[config.mk]
export PLATFORM = sky130hd
export DESIGN_NAME = ex_lsu_req_flat
export DESIGN_NICKNAME = d
export VERILOG_FILES = /design/src/rtl/ex_lsu_req_if.sv /design/src/rtl/ex_lsu_req.sv /design/src/flat_wrapper.sv
export SDC_FILE = /design/constraint.sdc
export NUM_CORES = 1
export LEC_CHECK = 0
export CORE_MARGIN = 2
export CORE_UTILIZATION = 46
export DETAILED_ROUTE_END_ITERATION = 16
export HOLD_SLACK_MARGIN = 0.05
export PLACE_DENSITY = 0.86
export SLEW_MARGIN = 20
export SYNTH_ARGS = -nofsm -noshare
export SYNTH_HDL_FRONTEND = slang
export SYNTH_SLANG_ARGS = --single-unit
[constraint.sdc]
create_clock -name clk -period 6.05 [get_ports clk]
set_clock_uncertainty 0.2 [all_clocks]
set_input_delay 1.5125 -clock clk [delete_from_list [all_inputs] [get_ports clk]]
set_output_delay 1.5125 -clock clk [all_outputs]
set_load 0.005 [all_outputs]
[src/rtl/ex_lsu_req_if.sv]
// Memory-side request bus between the EX load/store issuer and its two targets
// (Dcache and the peripheral bus controller). Ready lines are one-cycle completion pulses.
interface ex_lsu_req_if;
  logic        Dcache_req;
  logic        bc_bus_req;
  logic        lsu_rw;
  logic [31:0] lsu_addr;
  logic [31:0] lsu_wdata;
  logic [3:0]  lsu_wstrb;
  logic        Dcache_ready;
  logic        bc_bus_ready;

  modport master (
    output Dcache_req, bc_bus_req, lsu_rw, lsu_addr, lsu_wdata, lsu_wstrb,
    input  Dcache_ready, bc_bus_ready
  );

  modport slave (
    input  Dcache_req, bc_bus_req, lsu_rw, lsu_addr, lsu_wdata, lsu_wstrb,
    output Dcache_ready, bc_bus_ready
  );
endinterface

[src/rtl/ex_lsu_req.sv]
// EX-stage load/store request issuer: routes to Dcache or peripheral bus, lane-aligns stores and holds
// the request until the target's ready pulse. Optional watchdog enabled by defining LSU_TIMEOUT_EN.
module ex_lsu_req #(
`ifdef LSU_TIMEOUT_EN
  parameter int unsigned TIMEOUT_CYCLES = 16,
`endif
  parameter logic [31:0] PERIPH_BASE = 32'h4000_0000,
  parameter logic [31:0] PERIPH_MASK = 32'hF000_0000
) (
  input  logic               clk,
  input  logic               rst_n,
  input  logic               ex_mtype_i,
  input  logic               ex_mem_rw_i,
  input  logic [1:0]         ex_mem_width_i,
  input  logic [31:0]        ex_mem_addr_i,
  input  logic [31:0]        ex_mem_wdata_i,
  input  logic               fc_stall_ex_i,
  input  logic               fc_flush_ex_i,
  ex_lsu_req_if.master       bus,
  output logic               lsu_stall_o,
  output logic               lsu_misalign_o,
  output logic               lsu_bus_err_o
);

  typedef enum logic [1:0] {IDLE, DC_WAIT, BUS_WAIT, DONE} state_t;

  state_t      state_reg, state_next;
  logic        drop_reg, drop_next;
  logic        rw_reg;
  logic [31:0] addr_reg, wdata_reg;
  logic [3:0]  wstrb_reg;

  logic        aligned, op_valid, launch, misalign_hit, is_periph, in_wait, timeout;
  logic [3:0]  wstrb_dec;
  logic [31:0] wdata_dec;

  always_comb begin
    wstrb_dec = 4'b0000;
    wdata_dec = ex_mem_wdata_i;
    aligned   = 1'b0;
    case (ex_mem_width_i)
      2'b01: begin
        wstrb_dec = 4'b0001 << ex_mem_addr_i[1:0];
        wdata_dec = {4{ex_mem_wdata_i[7:0]}};
        aligned   = 1'b1;
      end
      2'b10: begin
        wstrb_dec = 4'b0011 << {ex_mem_addr_i[1], 1'b0};
        wdata_dec = {2{ex_mem_wdata_i[15:0]}};
        aligned   = !ex_mem_addr_i[0];
      end
      2'b11: begin
        wstrb_dec = 4'b1111;
        aligned   = (ex_mem_addr_i[1:0] == 2'b00);
      end
      default: ;
    endcase
  end

  // Width 00 is a silent no-op: it neither launches nor flags misalignment.
  assign op_valid     = ex_mtype_i && !fc_flush_ex_i && (ex_mem_width_i != 2'b00);
  assign launch       = (state_reg == IDLE) && op_valid && aligned;
  assign misalign_hit = (state_reg == IDLE) && op_valid && !aligned;
  assign is_periph    = ((ex_mem_addr_i & PERIPH_MASK) == PERIPH_BASE);
  assign in_wait      = (state_reg == DC_WAIT) || (state_reg == BUS_WAIT);

`ifdef LSU_TIMEOUT_EN
  localparam int WDOG_W = $clog2(TIMEOUT_CYCLES + 1);
  logic [WDOG_W-1:0] wdog_reg;

  // Counter reaching the limit means TIMEOUT_CYCLES request cycles went by unanswered.
  assign timeout = in_wait && (wdog_reg == WDOG_W'(TIMEOUT_CYCLES));

  always_ff @(posedge clk) begin
    if (!rst_n || launch) begin
      wdog_reg <= '0;
    end else if (in_wait && !timeout) begin
      wdog_reg <= wdog_reg + WDOG_W'(1);
    end
  end
`else
  assign timeout = 1'b0;
`endif

  always_ff @(posedge clk) begin
    if (!rst_n) begin
      state_reg <= IDLE;
      drop_reg  <= 1'b0;
      rw_reg    <= 1'b0;
      addr_reg  <= '0;
      wdata_reg <= '0;
      wstrb_reg <= '0;
    end else begin
      state_reg <= state_next;
      drop_reg  <= drop_next;
      if (launch) begin
        rw_reg    <= ex_mem_rw_i;
        addr_reg  <= {ex_mem_addr_i[31:2], 2'b00};
        wdata_reg <= wdata_dec;
        wstrb_reg <= ex_mem_rw_i ? wstrb_dec : 4'b0000;
      end
    end
  end

  always_comb begin
    state_next = state_reg;
    drop_next  = 1'b0;
    case (state_reg)
      IDLE: begin
        if (launch) begin
          state_next = is_periph ? BUS_WAIT : DC_WAIT;
        end else if (misalign_hit) begin
          state_next = fc_stall_ex_i ? DONE : IDLE;
        end
      end
      DC_WAIT, BUS_WAIT: begin
        if (timeout) begin
          state_next = IDLE;
        end else if ((state_reg == DC_WAIT) ? bus.Dcache_ready : bus.bc_bus_ready) begin
          // A flushed op has already left EX, so there is nothing to park in DONE.
          state_next = (drop_reg || fc_flush_ex_i || !fc_stall_ex_i) ? IDLE : DONE;
        end else begin
          drop_next = drop_reg || fc_flush_ex_i;
        end
      end
      DONE: begin
        if (fc_flush_ex_i || !fc_stall_ex_i) begin
          state_next = IDLE;
        end
      end
      default: state_next = IDLE;
    endcase
  end

  always_comb begin
    bus.Dcache_req = 1'b0;
    bus.bc_bus_req = 1'b0;
    lsu_stall_o    = 1'b0;
    lsu_misalign_o = 1'b0;
    lsu_bus_err_o  = 1'b0;
    case (state_reg)
      IDLE: begin
        lsu_stall_o    = launch;
        lsu_misalign_o = misalign_hit;
      end
      DC_WAIT: begin
        bus.Dcache_req = !timeout;
        lsu_stall_o    = !timeout && !bus.Dcache_ready;
        lsu_bus_err_o  = timeout;
      end
      BUS_WAIT: begin
        bus.bc_bus_req = !timeout;
        lsu_stall_o    = !timeout && !bus.bc_bus_ready;
        lsu_bus_err_o  = timeout;
      end
      default: ;
    endcase
  end

  assign bus.lsu_rw    = rw_reg;
  assign bus.lsu_addr  = addr_reg;
  assign bus.lsu_wdata = wdata_reg;
  assign bus.lsu_wstrb = wstrb_reg;

endmodule
[src/flat_wrapper.sv]
// flat-port wrapper written by rule: the top's interface ports become plain ports
module ex_lsu_req_flat 
#(

  parameter logic [31:0] PERIPH_BASE = 32'h4000_0000,
  parameter logic [31:0] PERIPH_MASK = 32'hF000_0000
)
  (clk, rst_n, ex_mtype_i, ex_mem_rw_i, ex_mem_width_i, ex_mem_addr_i, ex_mem_wdata_i, fc_stall_ex_i, fc_flush_ex_i, lsu_stall_o, lsu_misalign_o, lsu_bus_err_o, bus_Dcache_req, bus_bc_bus_req, bus_lsu_rw, bus_lsu_addr, bus_lsu_wdata, bus_lsu_wstrb, bus_Dcache_ready, bus_bc_bus_ready);
  ex_lsu_req_if bus_i ();
  input  logic clk;
  input  logic rst_n;
  input  logic ex_mtype_i;
  input  logic ex_mem_rw_i;
  input  logic [1:0] ex_mem_width_i;
  input  logic [31:0] ex_mem_addr_i;
  input  logic [31:0] ex_mem_wdata_i;
  input  logic fc_stall_ex_i;
  input  logic fc_flush_ex_i;
  output logic lsu_stall_o;
  output logic lsu_misalign_o;
  output logic lsu_bus_err_o;
  output wire logic [$bits(bus_i.Dcache_req)-1:0] bus_Dcache_req;
  output wire logic [$bits(bus_i.bc_bus_req)-1:0] bus_bc_bus_req;
  output wire logic [$bits(bus_i.lsu_rw)-1:0] bus_lsu_rw;
  output wire logic [$bits(bus_i.lsu_addr)-1:0] bus_lsu_addr;
  output wire logic [$bits(bus_i.lsu_wdata)-1:0] bus_lsu_wdata;
  output wire logic [$bits(bus_i.lsu_wstrb)-1:0] bus_lsu_wstrb;
  input wire logic [$bits(bus_i.Dcache_ready)-1:0] bus_Dcache_ready;
  input wire logic [$bits(bus_i.bc_bus_ready)-1:0] bus_bc_bus_ready;
  assign bus_Dcache_req = bus_i.Dcache_req;
  assign bus_bc_bus_req = bus_i.bc_bus_req;
  assign bus_lsu_rw = bus_i.lsu_rw;
  assign bus_lsu_addr = bus_i.lsu_addr;
  assign bus_lsu_wdata = bus_i.lsu_wdata;
  assign bus_lsu_wstrb = bus_i.lsu_wstrb;
  assign bus_i.Dcache_ready = bus_Dcache_ready;
  assign bus_i.bc_bus_ready = bus_bc_bus_ready;
  ex_lsu_req #(.PERIPH_BASE(PERIPH_BASE), .PERIPH_MASK(PERIPH_MASK)) u_core (.clk(clk), .rst_n(rst_n), .ex_mtype_i(ex_mtype_i), .ex_mem_rw_i(ex_mem_rw_i), .ex_mem_width_i(ex_mem_width_i), .ex_mem_addr_i(ex_mem_addr_i), .ex_mem_wdata_i(ex_mem_wdata_i), .fc_stall_ex_i(fc_stall_ex_i), .fc_flush_ex_i(fc_flush_ex_i), .bus(bus_i), .lsu_stall_o(lsu_stall_o), .lsu_misalign_o(lsu_misalign_o), .lsu_bus_err_o(lsu_bus_err_o));
endmodule
Word-level counts from Yosys, hierarchy flattened
Index checks and enable logic that the tools add are counted.
Widths: inputs -> output; s select.
{"block": "word_totals", "ff_bits": 70, "wordCells": 57, "output_inout_bits": 74, "in_bits": 74}
{"block": "classes", "mux": 17, "reduce_logical": 20, "n_eq_ne": 10, "n_shift": 2, "n_bitwise": 2}
{"cell": "$pmux 32 s2", "count": 1}
{"cell": "$mux 2", "count": 7}
{"cell": "$pmux 4 s3", "count": 1}
{"cell": "$eq 2x2->1 const B", "count": 4}
{"cell": "$logic_not 1->1", "count": 6}
{"cell": "$pmux 1 s3", "count": 2}
{"cell": "$pmux 2 s3", "count": 1}
{"cell": "$logic_and 1x1->1", "count": 5}
{"cell": "$eq 2x1->1 const B", "count": 2}
{"cell": "$eq 4x3->1 const B", "count": 1}
{"cell": "$logic_not 2->1", "count": 2}
{"cell": "$mux 1", "count": 4}
{"cell": "$mux 4", "count": 1}
{"cell": "$ne 2x1->1 const B", "count": 2}
{"cell": "$shl 1x2->4 const A", "count": 1}
{"cell": "$shl 2x2->4 const A", "count": 1}
{"cell": "$logic_or 1x1->1", "count": 3}
{"cell": "$ne 3x1->1 const B", "count": 1}
{"cell": "$reduce_and 3->1", "count": 1}
{"cell": "$reduce_or 3->1", "count": 1}
{"cell": "$not 1->1", "count": 2}
{"cell": "$reduce_bool 2->1", "count": 1}
{"cell": "$reduce_or 2->1", "count": 1}

Depth between registers and ports, before layout
Gate-level depths: netlist of the first run.
{"block": "depth", "word_depth": 8, "mapped_depth": 8, "mapped_depth_nobuf": 6}

Least setup slack after synthesis of the first run
OpenSTA, ideal clock, no wires.
{"block": "synth_timing", "path_kind": "in2out", "start": "input port ex_mem_width_i[0]", "end": "output port lsu_stall_o", "path_stages": 8, "t_arrival_ps": 2862, "path_slack_ps": 1476, "n_path_buf": 2, "required_ps": 4337, "path_cell_list": "inv_1 ha_1 or3b_4 nor2_2 buf_2 buf_4 nand2_1 a31oi_1"}
{"block": "synth_between", "elab_chain_cells": 5, "word_cells_on_any_way": 9, "cone_classes": "eq/ne: 3; mux: 2; reduce/logical: 4"}
{"element": "start: declaration", "line_no": "flat_wrapper.sv:14", "rtl": "input logic [1:0] ex_mem_width_i;"}
{"element": "parallel branches: the longest is 3 deep, another holds $pmux 1 s3"}
{"element": "$logic_and 1x1->1 (*)", "line_no": "ex_lsu_req.sv:62", "rtl": "assign launch = (state_reg == IDLE) && op_valid && aligned;"}
{"element": "$pmux 1 s3 (*)", "line_no": "ex_lsu_req.sv:141", "rtl": "case (state_reg)"}
{"element": "end: declaration", "line_no": "flat_wrapper.sv:19", "rtl": "output logic lsu_stall_o;"}
Every way passes the cells marked *.

Worst setup path after layout of the first run
{"block": "layout_timing", "start": "input port ex_mem_width_i[1]", "end": "output port lsu_misalign_o"}
{"block": "layout_between", "elab_chain_cells": 5, "word_cells_on_any_way": 10, "cone_classes": "eq/ne: 3; mux: 2; reduce/logical: 5"}
{"element": "$eq 2x2->1, or another cell as far along", "line_no": "ex_lsu_req.sv:41", "rtl": "case (ex_mem_width_i)"}
{"element": "$pmux 1 s3 / $logic_and 1x1->1 (equally long branches)", "line_no": "ex_lsu_req.sv:41, ex_lsu_req.sv:61"}
{"element": "$logic_not 1->1 / $logic_and 1x1->1 (equally long branches)", "line_no": "ex_lsu_req.sv:63", "rtl": "assign misalign_hit = (state_reg == IDLE) && op_valid && !aligned;"}
{"element": "$logic_and 1x1->1 (*)", "line_no": "ex_lsu_req.sv:63"}
{"element": "$mux 1 (*)", "line_no": "ex_lsu_req.sv:141"}
{"element": "end: declaration", "line_no": "flat_wrapper.sv:20", "rtl": "output logic lsu_misalign_o;"}
Mark *: on every way between the ends. The rest lies on a longest branch, timed or not.

==> results of run 1 <==
-- Yosys cell counts (3+ instances only) --
library cell / number / area, um^2
nand3_1: 48 / 240
o21ai_0: 62 / 310
nor2_1: 5 / 18.8
clkbuf_1: 33 / 124
a21boi_0: 49 / 368
nand2b_1: 3 / 18.8
nor2b_1: 12 / 75.1
a21boi_1: 10 / 75.1
a22oi_1: 8 / 60.1
inv_1: 6 / 22.5
o211a_1: 8 / 80.1
buf_2: 6 / 30.0
dfxtp_1: 70 / 1400
o2111ai_1: 20 / 175
a31oi_1: 11 / 68.8
nand2_1: 11 / 41.3
ha_1: 8 / 100
buf_4: 4 / 30.0
-- layer usage --
| layer | vias up | part of all wire (%) | wire, um | GRT usage [%] |
|---|---|---|---|---|
| met5 | - | 0 | 0 | 0 |
| met4 | 0 | 1.7 | 175 | 7.05 |
| met3 | 15 | 7.2 | 747 | 7.63 |
| met2 | 131 | 47 | 4850 | 38.8 |
| met1 | 1628 | 44 | 4570 | 32.9 |
| li1 | 1678 | - | - | - |
-- cells by family after synthesis --
kind of cell    count (synthesis)  share of synthesized area, %
compound gates                177                          35.8
fa+ha+maj                       8                          2.95
buf+inv                        50                          6.19
flops                          70                          41.3
mux                             1                         0.295
other cells                     1                         0.110
simple gates                   87                          13.4
-- worst min path at each step --
stage | startpoint | endpoint | cells after the start
after floorplan | u_core.drop_reg$_SDFF_PP0_ | u_core.drop_reg$_SDFF_PP0_ | 2
after global placement | u_core.bus.lsu_addr[21]$_SDFFE_PN0N_ | u_core.bus.lsu_addr[21]$_SDFFE_PN0N_ | 2
after detailed placement | u_core.bus.lsu_addr[23]$_SDFFE_PN0N_ | u_core.bus.lsu_addr[23]$_SDFFE_PN0N_ | 2
after CTS | u_core.bus.lsu_addr[23]$_SDFFE_PN0N_ | u_core.bus.lsu_addr[23]$_SDFFE_PN0N_ | 2
after global routing | u_core.bus.lsu_addr[24]$_SDFFE_PN0N_ | u_core.bus.lsu_addr[24]$_SDFFE_PN0N_ | 2
final | u_core.bus.lsu_addr[24]$_SDFFE_PN0N_ | u_core.bus.lsu_addr[24]$_SDFFE_PN0N_ | 2
-- through the flow --
stage                     total power [mW]  util [%]
after detailed placement             0.851      66.9
after floorplan                      0.696         -
after CTS                             1.18      69.2
final                                 1.17      69.2
after global placement               0.841      66.9
after global routing                  1.23      69.2
-- critical path, cell delays in order --
cell and delay [ns]:
clkdlybuf4s50_1 0.64, inv_1 0.12, ha_2 0.21, or3b_4 0.41
or2_2 0.30, nor2_1 0.18, clkdlybuf4s50_1 0.55
-- area by class of cell --
class	count	area, um^2
clock buffer	10	128
clock inverter	6	38.8
fill	587	2220
inverter	6	22.5
multi-input combinational	276	1810
sequential	70	1400
tap	99	124
timing repair buffer	148	1470
-- power by group through the flow --
stage                     combinational, mW  clock (mW)  sequential [mW]
after CTS                             0.339       0.336            0.503
after floorplan                       0.184           0            0.513
after global routing                  0.370       0.353            0.506
after detailed placement              0.338           0            0.513
final                                 0.340       0.325            0.503
after global placement                0.329           0            0.512
==> impl_metrics.csv, run 1 <==
group,metric,value,unit
finish,final_cell_mix,"143 x clkdlybuf4s50_1, 70 x dfxtp_1, 62 x o21ai_0",
clock_network,cts.path.max_buffers,2,
sta,finalCritPeriodShare,93.2,%
yosys,yosys_warnings,0,
floorplan,dieArea,8090,um^2
grt,first_global_vias,3274,
grt,overflow,0,
clock_network,cts_buffers,9,
yosys,synthFlopType,"dfxtp_1",
worst_setup_path,crit_type,"in -> out",
clock_network,clock-sinks,70,
run_status,outcome,"finished clean",
clock_network,cts_resized,0,
yosys,ys_types,36,
clock_network,clk_pin_slew,0.08,ns
sta,holdWs,0.274,ns
grt,grt_util_all_layers,24.7,%
power,power.internal,794,uW
placed_design,placedInstanceArea,4820,um^2
floorplan,die_h,89.9,um
power,pwr-share-clk,27.8,%
finish,final_nets,593,
power,combPwrFrac,29.1,%
sta,tns,0,ns
sta,setup_ws,0.408,ns
power,seqPwrFrac,43.1,%
clock_network,ctsHoldBuffers,0,
worst_setup_path,worstReg2RegEnd,"u_core.state_reg[0]$_SDFFE_PN0P_",
sta,rsz0062_at_grt,"no",
detailed_routing,vias_per_cell,5.61,
detailed_routing,drtIter0Drc,216,
finish,layout_commonest_cell,"clkdlybuf4s50_1",
detailed_routing,vias,3452,
power,swShare,32.0,%
power,power.leakage,1.75,nW
power,cellPowerDensity,234,nW/um^2
yosys,synth-edff-count,0,
sta,worst_slew_pin_slew,1.06,ns
finish,instances_no_fill,615,
floorplan,core,7210,um^2
placed_design,io_buffers,144,
finish,num_antenna_cells,0,
finish,drive_above_1_share,5.62,%
worst_setup_path,r2r_start,"u_core.state_reg[0]$_SDFFE_PN0P_",
finish,largest_register_ffs,32,
yosys,ys_seq_area_share,41.3,%
detailed_routing,antenna_left,0,
floorplan,io_pins,148,
floorplan,num_rows,31,
yosys,syn_avg_cell_area,8.62,um^2
clock_network,post_cts_buffers,0,
placed_design,gp_congestion,0.832,
yosys,synthesis.instances,394,
placed_design,post-place-ws,0.430,ns
floorplan,die_w,89.9,um
placed_design,place_inst,599,
job,cap_violations,0,
detailed_routing,drcViolationCount,0,
grt,grt_pass1_wl,16500,um
clock_network,cts_max_level,3,
power,p_switching,374,uW
worst_setup_path,rr_worst_depth,7,
yosys,syn_area,3400,um^2
grt,grt_start_max_net_pins,71,
sta,setup_violations,0,
yosys,ys_ff_latch,70,
detailed_routing,drtPass1Iterations,4,
worst_setup_path,endpoint,"lsu_misalign_o",
clock_network,cts_tree,"yes",
hold_path,holdCritPathClass,"reg -> reg",
detailed_routing,routed_wire_length_per_instance,16.8,um
finish,area_growth,47.0,%
worst_setup_path,reg2reg_slack,3.74,ns
grt,antenna_found_initial,0,
sta,hold_viol_final,0,
worst_setup_path,startpoint,"ex_mem_width_i[1]",
worst_setup_path,crit_fanout,7,
worst_setup_path,critical_path.startpoint_type,"input pin",
power,peakVddDrop,0.000176,V
clock_network,worstSkewPairLatency,0.34,ns
detailed_routing,wl,10300,um
worst_setup_path,end_kind,"primary output",
sta,drv_slew,0,
placed_design,dp_hpwl,6740,um
yosys,async_reset_ff_share,0,%
sta,max_slew_margin,29.2,%
sta,period_minus_slack,5.64,ns
worst_setup_path,cp.required,4.34,ns
worst_setup_path,arrival,3.93,ns
floorplan,initial_core_util,47.1,%
sta,fmax,177,MHz
clock_network,clock-root-buffer,"clkbuf_8",
finish,final_area,4990,um^2
(Power assumes the default switching activity.)
==> run 2: changes to the inputs <==
--- a/config.mk
+++ b/config.mk
@@ -6,10 +6,12 @@
 export NUM_CORES = 1
 export LEC_CHECK = 0
 export CORE_MARGIN = 2
-export CORE_UTILIZATION = 46
+export CORE_UTILIZATION = 42
 export DETAILED_ROUTE_END_ITERATION = 16
+export GPL_TIMING_DRIVEN = 0
 export HOLD_SLACK_MARGIN = 0.05
-export PLACE_DENSITY = 0.86
+export MAX_ROUTING_LAYER = met4
+export PLACE_DENSITY = 0.8
 export SLEW_MARGIN = 20
 export SYNTH_ARGS = -nofsm -noshare
 export SYNTH_HDL_FRONTEND = slang
==> constraint.sdc (replaced) <==
create_clock -name clk -period 6.3 [get_ports clk]
set_clock_uncertainty 0.2 [all_clocks]
set_input_delay 1.575 -clock clk [delete_from_list [all_inputs] [get_ports clk]]
set_output_delay 1.575 -clock clk [all_outputs]
set_load 0.005 [all_outputs]
==> impl_metrics.csv, run 2 (same netlist as run 1, synthesis figures left out) <==
group,metric,value,unit
worst_setup_path,crit_type,"in -> out",
detailed_routing,vias,3695,
clock_network,cts_resized,0,
grt,antenna_found_initial,0,
worst_setup_path,crit_fanout,10,
clock_network,cts_buffers,9,
floorplan,die_w,93.9,um
run_status,outcome,"finished clean",
sta,rsz0062_at_grt,"no",
finish,final_nets,632,
clock_network,clock-sinks,70,
job,cap_violations,0,
detailed_routing,drcViolationCount,0,
finish,final_cell_mix,"142 x clkdlybuf4s50_1, 70 x dfxtp_1, 62 x o21ai_0",
finish,layout_commonest_cell,"clkdlybuf4s50_1",
power,power.leakage,1.83,nW
grt,grt_util_all_layers,25.8,%
sta,setup_ws,0.228,ns
grt,grt_pass1_wl,17400,um
grt,overflow,0,
finish,multi_input_area,1810,um^2
detailed_routing,drtIter0Drc,204,
placed_design,gp_congestion,0.943,
clock_network,ctsHoldBuffers,0,
finish,area_growth,52.2,%
detailed_routing,vias_per_cell,5.63,
sta,drv_slew,0,
floorplan,initial_core_util,43.7,%
hold_path,holdCritPathClass,"reg -> reg",
finish,num_antenna_cells,0,
finish,largest_register_ffs,32,
floorplan,num_rows,32,
worst_setup_path,slowest_delay,0.56,ns
clock_network,post_cts_buffers,0,
floorplan,die_h,93.9,um
sta,hold_viol_final,0,
clock_network,clk_pin_slew,0.07,ns
worst_setup_path,critical_path.startpoint_type,"input pin",
clock_network,clock-root-buffer,"clkbuf_8",
finish,instances_no_fill,656,
detailed_routing,antenna_left,0,
sta,max_slew_margin,65.7,%
floorplan,core,7770,um^2
grt,grt_start_max_net_pins,12,
detailed_routing,drtPass1Iterations,5,
placed_design,place_inst,641,
sta,setup_violations,0,
sta,tns,0,ns
worst_setup_path,end_kind,"primary output",
finish,fill_cells,679,
clock_network,cts.path.max_buffers,2,
power,cellPowerDensity,230,nW/um^2
sta,period_minus_slack,6.07,ns
floorplan,dieArea,8820,um^2
clock_network,worstSkewPairLatency,0.35,ns
floorplan,io_pins,148,
detailed_routing,routed_wire_length_per_instance,17.1,um
worst_setup_path,cp_slowest_cell,"clkdlybuf4s50_1",
detailed_routing,wl,11200,um
clock_network,cts_tree,"yes",
clock_network,cts_max_level,3,
placed_design,post-place-ws,0.122,ns
placed_design,io_buffers,143,
finish,drive_above_1_share,5.42,%
worst_setup_path,cp.required,4.53,ns
power,peakVddDrop,0.000128,V
sta,fmax,165,MHz
grt,first_global_vias,3545,
finish,register_area,1400,um^2
worst_setup_path,crit_top_cell,"clkdlybuf4s50_1",
placed_design,dp_hpwl,8430,um
sta,worst_slew_pin_slew,0.508,ns
worst_setup_path,arrival,4.30,ns
worst_setup_path,crit_chain,"clkdlybuf4s50_1, inv_1, ha_1, or3b_4, nor2_4, buf_2, buf_4, nand2_1, a31oi_1, clkdlybuf4s50_1",
sta,finalCritPeriodShare,96.4,%
-- run 2: path summary, 6_finish.rpt --
path	from	to	slack, ns	cells after the start
worst max-delay path	ex_mem_width_i[0]	lsu_stall_o	0.23	10
worst min-delay path	u_core.bus.lsu_addr[23]$_SDFFE_PN0N_	u_core.bus.lsu_addr[23]$_SDFFE_PN0N_	0.27	2
worst max register to register	u_core.state_reg[0]$_SDFFE_PN0P_	u_core.bus.lsu_wdata[10]$_SDFFE_PN0N_	4.16	8
worst min register to register	u_core.bus.lsu_addr[23]$_SDFFE_PN0N_	u_core.bus.lsu_addr[23]$_SDFFE_PN0N_	0.27	2
-- run 2: cell type report --
class | count | share of cell area (%)
inverters | 6 | 0.436
multi-input cells | 276 | 35.0
clock buffers | 11 | 2.73
flip-flops and latches | 70 | 27.1
repair buffers | 143 | 27.7
well taps | 102 | 2.47
plain buffers | 44 | 3.63
clock inverters | 4 | 0.920
-- run 2: through the flow --
stage / area, um^2 / hold slack (ns) / utilization [%] / power (mW)
floorplan: 3400 / 0.264 / - / 0.669
global placement: 4960 / 0.259 / 63.9 / 0.823
detailed placement: 4960 / 0.265 / 63.9 / 0.832
CTS: 5150 / 0.276 / 66.3 / 1.18
global route: 5170 / 0.299 / 66.6 / 1.25
finish: 5170 / 0.272 / 66.6 / 1.19
-- run 2: layer usage --
layer | vias up | wire [um] | global-route usage (%) | part of all wire (%)
met1 | 1734 | 4660 | 32.2 | 42
met2 | 167 | 5280 | 40.5 | 47
met4 | 0 | 358 | 11.0 | 3.2
met5 | - | 0 | - | 0
li1 | 1760 | - | - | -
met3 | 34 | 919 | 5.62 | 8.2
-- run 2: worst max-delay path, delay by kind of cell --
kind,cells,cell delay (ns)
AOI/OAI and AO/OA,1,0.15
buffers and inverters,5,1.64
and+or+nand+nor,3,0.67
adders and majority gates,1,0.26
-- run 2: report_power, final --
part | switching, mW | total, mW | internal (mW)
sequential | 0.0160 | 0.484 | 0.468
clock | 0.169 | 0.359 | 0.190
combinational | 0.184 | 0.346 | 0.162
total | 0.369 | 1.19 | 0.821
